--- src/rtl/dds_phase_accumulator.sv ---
// DDFS head: pipelined W-bit phase accumulator with shadowed FTW/POW load.
// Define PA_DITHER_EN to add LFSR phase dither on the low DITHER_W bits.
module dds_phase_accumulator #(
   parameter int W        = 32,
   parameter int SPLIT    = 16,
   parameter int DITHER_W = 14
) (
   input  logic         clk,
   input  logic         rst_n,
   input  logic         en,
   input  logic         cfg_valid,
   output logic         cfg_ready,
   input  logic [W-1:0] cfg_ftw,
   input  logic [W-1:0] cfg_pow,
   input  logic         cfg_sync,
   output logic [W-1:0] PA_out,
   output logic         pa_valid,
   output logic         wrap
);

   localparam int HI = W - SPLIT;

   if (SPLIT < 1 || SPLIT >= W || DITHER_W < 1 || DITHER_W > W) begin : g_bad_param
      $error("dds_phase_accumulator: illegal SPLIT or DITHER_W");
   end

   typedef enum logic [1:0] {S_IDLE, S_RUN, S_PEND} state_t;

   state_t         state_q;
   logic           cfg_ready_q;
   logic [W-1:0]   ftw_q, pow_q;
   logic [W-1:0]   shd_ftw_q, shd_pow_q;
   logic           shd_sync_q;

   logic           accept, fire, commit, restart;
   logic [W-1:0]   ftw_eff, pow_eff;

   logic [SPLIT-1:0] lo_acc_q, lo_base;
   logic [SPLIT:0]   lo_sum;
   logic [HI-1:0]    hi_acc_q, hi_base;
   logic [HI:0]      hi_sum;

   logic             s1_v_q, s1_c_q, s1_rst_q;
   logic [SPLIT-1:0] s1_lo_q;
   logic [HI-1:0]    s1_fhi_q;
   logic [W-1:0]     s1_pow_q;

   logic             s2_v_q, s2_wrap_q;
   logic [W-1:0]     s2_acc_q, s2_pow_q;

   logic [W-1:0]     pa_d, pa_q;
   logic             pa_valid_q, wrap_q;

`ifdef PA_DITHER_EN
   logic [31:0]         lfsr_q;
   logic [DITHER_W-1:0] s1_dth_q, s2_dth_q;
`endif

   assign accept  = cfg_valid & cfg_ready_q;
   assign fire    = en & (state_q != S_IDLE);
   assign commit  = en & (state_q == S_PEND);
   assign restart = commit & shd_sync_q;
   assign ftw_eff = commit ? shd_ftw_q : ftw_q;
   assign pow_eff = commit ? shd_pow_q : pow_q;

   // Stage 1: low segment of acc + ftw
   assign lo_base = restart ? '0 : lo_acc_q;
   assign lo_sum  = {1'b0, lo_base} + {1'b0, ftw_eff[SPLIT-1:0]};

   // Stage 2: high segment one cycle later, with the registered low carry
   assign hi_base = s1_rst_q ? '0 : hi_acc_q;
   assign hi_sum  = {1'b0, hi_base} + {1'b0, s1_fhi_q}
                  + {{HI{1'b0}}, s1_c_q};

`ifdef PA_DITHER_EN
   assign pa_d = s2_acc_q + s2_pow_q
               + {{(W-DITHER_W){1'b0}}, s2_dth_q};
`else
   assign pa_d = s2_acc_q + s2_pow_q;
`endif

   always_ff @(posedge clk) begin
      if (!rst_n) begin
         state_q     <= S_IDLE;
         cfg_ready_q <= 1'b1;
         ftw_q       <= '0;
         pow_q       <= '0;
         shd_ftw_q   <= '0;
         shd_pow_q   <= '0;
         shd_sync_q  <= 1'b0;
      end else begin
         unique case (state_q)
            S_IDLE: if (accept) begin
               ftw_q   <= cfg_ftw;
               pow_q   <= cfg_pow;
               state_q <= S_RUN;
            end
            S_RUN: if (accept) begin
               shd_ftw_q   <= cfg_ftw;
               shd_pow_q   <= cfg_pow;
               shd_sync_q  <= cfg_sync;
               cfg_ready_q <= 1'b0;
               state_q     <= S_PEND;
            end
            S_PEND: if (en) begin
               ftw_q       <= shd_ftw_q;
               pow_q       <= shd_pow_q;
               cfg_ready_q <= 1'b1;
               state_q     <= S_RUN;
            end
            default: begin
               cfg_ready_q <= 1'b1;
               state_q     <= S_IDLE;
            end
         endcase
      end
   end

   always_ff @(posedge clk) begin
      if (!rst_n) begin
         lo_acc_q   <= '0;
         hi_acc_q   <= '0;
         s1_v_q     <= 1'b0;
         s1_c_q     <= 1'b0;
         s1_rst_q   <= 1'b0;
         s1_lo_q    <= '0;
         s1_fhi_q   <= '0;
         s1_pow_q   <= '0;
         s2_v_q     <= 1'b0;
         s2_wrap_q  <= 1'b0;
         s2_acc_q   <= '0;
         s2_pow_q   <= '0;
         pa_q       <= '0;
         pa_valid_q <= 1'b0;
         wrap_q     <= 1'b0;
      end else begin
         // IDLE has nothing in flight, so both halves can be cleared at once
         if (state_q == S_IDLE && accept) begin
            lo_acc_q <= '0;
            hi_acc_q <= '0;
         end else begin
            if (fire)   lo_acc_q <= lo_sum[SPLIT-1:0];
            if (s1_v_q) hi_acc_q <= hi_sum[HI-1:0];
         end
         s1_v_q <= fire;
         if (fire) begin
            s1_lo_q  <= lo_base;
            s1_c_q   <= lo_sum[SPLIT];
            s1_fhi_q <= ftw_eff[W-1:SPLIT];
            s1_pow_q <= pow_eff;
            s1_rst_q <= restart;
         end
         s2_v_q <= s1_v_q;
         if (s1_v_q) begin
            s2_acc_q  <= {hi_base, s1_lo_q};
            s2_wrap_q <= hi_sum[HI];
            s2_pow_q  <= s1_pow_q;
         end
         pa_valid_q <= s2_v_q;
         wrap_q     <= s2_v_q & s2_wrap_q;
         if (s2_v_q) pa_q <= pa_d;
      end
   end

`ifdef PA_DITHER_EN
   // Galois form of x^32+x^22+x^2+x+1
   always_ff @(posedge clk) begin
      if (!rst_n) begin
         lfsr_q   <= 32'hACE1_0001;
         s1_dth_q <= '0;
         s2_dth_q <= '0;
      end else begin
         if (fire) begin
            lfsr_q   <= {1'b0, lfsr_q[31:1]}
                      ^ (lfsr_q[0] ? 32'h8020_0003 : 32'h0);
            s1_dth_q <= lfsr_q[DITHER_W-1:0];
         end
         if (s1_v_q) s2_dth_q <= s1_dth_q;
      end
   end
`endif

   assign cfg_ready = cfg_ready_q;
   assign PA_out    = pa_q;
   assign pa_valid  = pa_valid_q;
   assign wrap      = wrap_q;

endmodule
--- config.mk ---
export PLATFORM = sky130hd
export DESIGN_NAME = dds_phase_accumulator
export DESIGN_NICKNAME = d
export VERILOG_FILES = /design/src/rtl/dds_phase_accumulator.sv
export SDC_FILE = /design/constraint.sdc
export NUM_CORES = 1
export LEC_CHECK = 0
export ABC_AREA = 1
export BUFFER_PORTS_ARGS = -buffer_cell sky130_fd_sc_hd__buf_4
export CORE_UTILIZATION = 50
export CTS_CLUSTER_DIAMETER = 120
export DETAILED_ROUTE_END_ITERATION = 10
export PLACE_DENSITY = 0.68
export REMOVE_ABC_BUFFERS = 1
export SYNTH_ARGS = -nofsm -noshare
export SYNTH_HDL_FRONTEND = slang
export SYNTH_SLANG_ARGS = --single-unit
--- constraint.sdc ---
create_clock -name clk -period 3.34 [get_ports clk]
set_input_delay 0.501 -clock clk [delete_from_list [all_inputs] [get_ports clk]]
set_output_delay 0.501 -clock clk [all_outputs]
set_load 0.005 [all_outputs]
Word level (Yosys, flattened, before mapping)
Cells that the tools add are included.
{"block": "totals", "register_bits": 331, "inputBits": 69, "output_inout_bits": 35, "wordCells": 64}
{"block": "op_classes", "add_sub_neg": 4, "eq_ne": 5, "muxes": 17, "n_bitwise": 7, "n_reduce_logical": 9}
{"op": "32-bit 2-to-1 mux", "count": 6}
{"op": "32-bit one-hot mux with 2 select lines", "count": 2}
{"op": "16-bit by 16-bit adder with 17-bit output", "count": 2}
{"op": "32-bit adder", "count": 1}
{"op": "16-bit 2-to-1 mux", "count": 2}
{"op": "17-bit by 1-bit adder with 17-bit output", "count": 1}
{"op": "3-bit AND reduction", "count": 3}
{"op": "2-bit 2-to-1 mux", "count": 3}
{"op": "2-bit != test (second input constant)", "count": 3}
{"op": "2-bit one-hot mux with 3 select lines", "count": 1}
{"op": "1-bit bitwise AND", "count": 5}
{"op": "2-bit nonzero test", "count": 2}
{"op": "1-bit one-hot mux with 3 select lines", "count": 1}
{"op": "2-bit by 1-bit equality test with 1-bit output (second input constant)", "count": 1}
{"op": "2-bit equality test (second input constant)", "count": 1}
{"op": "2-bit logical NOT", "count": 1}
{"op": "1-bit 2-to-1 mux", "count": 2}
{"op": "1-bit inverter", "count": 2}
{"op": "2-bit AND reduction", "count": 1}
{"op": "2-bit OR reduction", "count": 1}
{"op": "1-bit logical AND", "count": 1}

Logic depth before layout (Yosys ltp)
{"block": "depth", "depth_word": 5, "depth_mapped": 20}

Worst setup path after synthesis
OpenSTA, ideal clock, no wires.
{"block": "synth_timing", "path_kind": "input to register", "start": "input en", "end": "register lo_acc_q[14]", "setup_ns": 0.109, "arrival_ns": 2.410, "t_required_ns": 3.231, "path_slack_ns": 0.821, "path_stages": 19, "path_cell_list": "buf_6 -> nand4_4 -> clkbuf_1 -> nand2_1 -> inv_1 -> ha_1 -> fa_1 -> nand2_1 -> nand2_1 -> nand2_2 -> nand2_4 -> nand3_2 -> nand2_2 -> nand2_1 -> nand2_1 -> nand2_1 -> nand3_1 -> nand2_1 -> inv_1"}
{"block": "synth_between", "elab_chain_len": 4, "word_cells_on_any_way": 6, "cone_classes": "1 x add/sub; 2 x mux; 3 x bitwise"}
{"item": "start: declaration", "line": "10", "source": "input logic en,"}
{"item": "1-bit bitwise AND", "line": "61", "source": "assign commit = en & (state_q == S_PEND);"}
{"item": "1-bit bitwise AND", "line": "62", "source": "assign restart = commit & shd_sync_q;"}
{"item": "16-bit 2-to-1 mux", "line": "67", "source": "assign lo_base = restart ? '0 : lo_acc_q;"}
{"item": "named net lo_base[0]", "line": "38", "source": "logic [SPLIT-1:0] lo_acc_q, lo_base;"}
{"item": "16-bit by 16-bit adder with 17-bit output", "line": "68", "source": "assign lo_sum = {1'b0, lo_base} + {1'b0, ftw_eff[SPLIT-1:0]};"}
{"item": "end signal: assignment", "line": "142", "source": "if (fire) lo_acc_q <= lo_sum[SPLIT-1:0];"}
{"item": "end: declaration", "line": "38"}
The timed path passes the listed nets, and every way through them passes these cells.
A chain may end at the register's enable or synchronous reset.

Worst setup path in the final report
{"block": "layout_timing", "start": "register state_q[1]", "end": "register lo_acc_q[15]"}
{"block": "layout_between", "elab_chain_len": 5, "word_cells_on_any_way": 11, "cone_classes": "1 x add/sub; 1 x eq/ne; 2 x mux; 3 x bitwise; 4 x reduce/logical"}
{"item": "start: declaration", "line": "29", "source": "state_t state_q;"}
{"item": "start signal: assignment", "line": "84", "source": "state_q <= S_IDLE;"}
{"item": "start signal: assignment", "line": "96", "source": "state_q <= S_RUN;"}
{"item": "start signal: assignment", "line": "103", "source": "state_q <= S_PEND;"}
{"item": "2-bit equality test", "line": "61"}
{"item": "1-bit bitwise AND", "line": "61"}
{"item": "1-bit bitwise AND", "line": "62"}
{"item": "16-bit 2-to-1 mux", "line": "67"}
{"item": "16-bit by 16-bit adder with 17-bit output", "line": "68"}
Parallel ways exist; a longest one is shown, timed or not.

==> flow_summary.json <==
{
  "status": "complete, no violations",
  "grt_max_degree": 248,
  "clock.fmax_ghz": 0.3451,
  "min_period_ps": 2897,
  "synth_cells": 2236,
  "grt_pass1_vias": 13460,
  "synth_common_cells": "o21ai_0, nor2_1, dfxtp_1, nand2_1, a21oi_1",
  "synth_largest_area_cell": "dfxtp_1",
  "drcViolationCount": 0,
  "whs_ps": 205.9,
  "slew_headroom_pct": 29.33,
  "placedCellCount": 2629,
  "clock-root-buffer": "clkbuf_16",
  "vias": 14620,
  "crit_type": "reg2reg",
  "area_growth_pct": 12.87,
  "finalSetupViolCount": 0,
  "crit_cells": 16,
  "crit_chain": "inv_2 > nor2_4 > clkinv_1 > nor2_1 > a22o_1 > ha_1 > nand3_1 > nand3_1 > nand4_2 > nand2_1 > nand3_1 > nand2_1 > nand2_1 > nand3_1 > nand2_1 > inv_1",
  "ant_nets": 0,
  "yosys_most_used_dff": "dfxtp_1",
  "synth_top_family_by_area": "compound AO/OA/AOI/OAI gates",
  "synth-seq-area-share_pct": 41.30,
  "yosys_warnings": 0,
  "ys_types": 50,
  "cpPeakStageDelay_ps": 540,
  "routabilityCongestion": 0.8899,
  "io_buffers": 103,
  "fin_crit_sh_pct": 86.75,
  "drive_above_1_share_pct": 9.956,
  "critical_path_arrival_ps": 3310,
  "start_kind": "flip-flop",
  "r2r_end": "lo_acc_q[15]",
  "cp-end-kind": "flip-flop",
  "cts_resized": 0,
  "r2r_slack_ps": 440,
  "hpwl_um": 28920,
  "cp.required_ps": 3760,
  "synthesis.area_sq_um": 16050,
  "r2r_cells": 16,
  "synth-compound-area-share_pct": 23.91,
  "grt.total_usage_pct": 26.09,
  "totalWireLength_um": 42260,
  "die_x_um": 181.1,
  "max-cap-violations": 0,
  "clk_path_buf_depth": 3,
  "worst_pin_slew_ps": 1059,
  "power_leakage_uw": 0.008276,
  "clkTransAtPathRegs_ps": 60,
  "cts_buffers": 36,
  "critPathCapture": "lo_acc_q[15]",
  "rr_startpoint": "state_q[1]",
  "cts_tree": "yes",
  "asyncSetResetFlopFracSynth_pct": 0,
  "drtIter0Drc": 1159,
  "syn-mean-instance-area_sq_um": 7.176,
  "design_area_sq_um": 18110,
  "vias_per_cell": 5.432,
  "cts.htree.levels": 2,
  "critPathSlowestCell": "dfxtp_1",
  "place_area_sq_um": 16970,
  "synth-xor-area-share_pct": 1.692,
  "coreArea_sq_um": 31560,
  "crit_family": "simple AND/OR/NAND/NOR gates",
  "yosysMostFrequentCell": "o21ai_0",
  "muxShareOfSynthArea_pct": 0,
  "synth-edff-count": 0,
  "final_hold_viol_count": 0,
  "synthAdderAreaFrac_pct": 5.178,
  "final-max-slew-violation-count": 0,
  "cp_max_fo": 16,
  "fp-row-count": 65,
  "drt_first_pass_iters": 5,
  "peakVddDrop_mv": 0.3307,
  "synth.top_cell.area_share_pct": 41.30,
  "dieArea_sq_um": 32810,
  "critPathBufInv": 3,
  "p_per_area_nw_per_um2": 532.7,
  "gr-total-overflow": 0,
  "clk_latency_ps": 520,
  "boundaryPins": 104,
  "cp-startpoint": "state_q[1]",
  "synth-simple-area-share_pct": 19.65,
  "antenna_found_initial": 0,
  "rsz0062_at_grt": "no",
  "postCtsSetupBuffers": 0,
  "antenna_cells": 0,
  "grt_first_pass_wirelength_um": 69970,
  "wl_per_cell_um": 15.70,
  "die_h_um": 181.1,
  "cts.sinks": 331,
  "finalNonFillerCells": 2692,
  "synth_area_leaders": "dfxtp_1, o21ai_0, nor2_1",
  "final_util_pct": 57.39,
  "ctsHoldBuffers": 0,
  "hold_path.class": "in2reg",
  "ys_ff_latch": 331,
  "final_nets": 2398,
  "initial_utilization_pct": 50.85,
  "skew_ps": 10.69
}
==> layer usage <==
metal,up-vias,GRT usage [%],share of wire [%],routed length (um)
met5,-,0,0,0
met4,0,6.102,1.9,784
met3,55,3.507,5.5,2340
met2,336,38.74,42,17690
met1,6698,39.59,51,21450
li1,7534,-,-,-
==> worst reg2reg max path: stages, from the launching register on <==
cell,delay (ps)
dfxtp_1,540
inv_2,110
nor2_4,450
clkinv_1,170
nor2_1,160
a22o_1,150
ha_1,270
nand3_1,110
nand3_1,120
nand4_2,150
nand2_1,120
nand3_1,130
nand2_1,60
nand2_1,60
nand3_1,70
nand2_1,100
inv_1,40
==> power breakdown <==
group	switching, uW	internal [uW]
Sequential	168	4260
Clock	1580	2320
Combinational	858	467
==> kinds of logic after synthesis <==
group / Yosys count
buf+inv: 343
compound gates: 723
xor+xnor: 31
simple gates: 744
flops: 331
fa+ha+maj: 64
==> final cells by class <==
type	instances	area (sq um)
clock buffer	51	998.5
clock inverter	12	145.1
fill	3002	13450
inverter	215	808.3
multi-input combinational	1562	8092
sequential	331	6629
tap	402	503.0
timing repair buffer	119	934.6
==> registers in the layout (all words and copies together) (netlist names) <==
register,flops
cfg_ready,1
shd_sync_q,1
wrap,1
PA_out,32
hi_acc_q,16
s1_pow_q,32
shd_ftw_q,32
s1_v_q,1
s2_acc_q,32
s2_pow_q,32
pow_q,32
shd_pow_q,32
s2_v_q,1
s1_lo_q,16
s1_rst_q,1
state_q,2
pa_valid,1
s1_fhi_q,16
lo_acc_q,16
s2_wrap_q,1
s1_c_q,1
ftw_q,32
==> layout by cell type (no fill, tap or decap), drive strengths merged, types with 2 or more instances in the layout <==
master  synthesis  layout
a21oi         249     249
nor4            2       2
xnor2          13      13
o21ai         388     388
fa              4       4
xor2           18      18
clkbuf         99      51
a311oi         14      14
ha             60      60
inv           213     214
a211oi         20      20
a31oi           5       5
o21bai          8       8
clkinv          2       9
o21a            3       3
o211ai          5       5
nand3          63      63
nor3           24      24
dfxtp         331     331
nand2         290     290
or2             4       4
a21o            9       9
nand3b          4       4
a21boi          3       3
nor2          341     341
o22ai          14      14
bufinv          0       3
buf            29     119
nand4          16      16
==> how the worst min path moves through the flow <==
| stage | start | to | slack [ps] | depth (start not counted) |
|---|---|---|---|---|
| after CTS | cfg_sync | shd_sync_q | 190 | 3 |
| final | cfg_sync | shd_sync_q | 210 | 3 |
| after global placement | shd_pow_q[18] | shd_pow_q[18] | 440 | 2 |
| after global routing | cfg_pow[0] | shd_pow_q[0] | 230 | 3 |
| after detailed placement | shd_ftw_q[17] | shd_ftw_q[17] | 450 | 2 |
| after floorplan | s2_wrap_q | wrap | 400 | 2 |
==> stage by stage <==
| step | setup TNS, ps | total power [uW] | setup WS (ps) |
|---|---|---|---|
| after detailed placement | 0 | 5816 | 468.4 |
| after global placement | 0 | 5792 | 508.5 |
| after floorplan | -14610 | 5331 | -1042 |
| after CTS | 0 | 9727 | 450.2 |
| after global routing | 0 | 10120 | 179.3 |
| final | 0 | 9647 | 442.6 |
No activity file was read; power rests on OpenSTA's default activity.
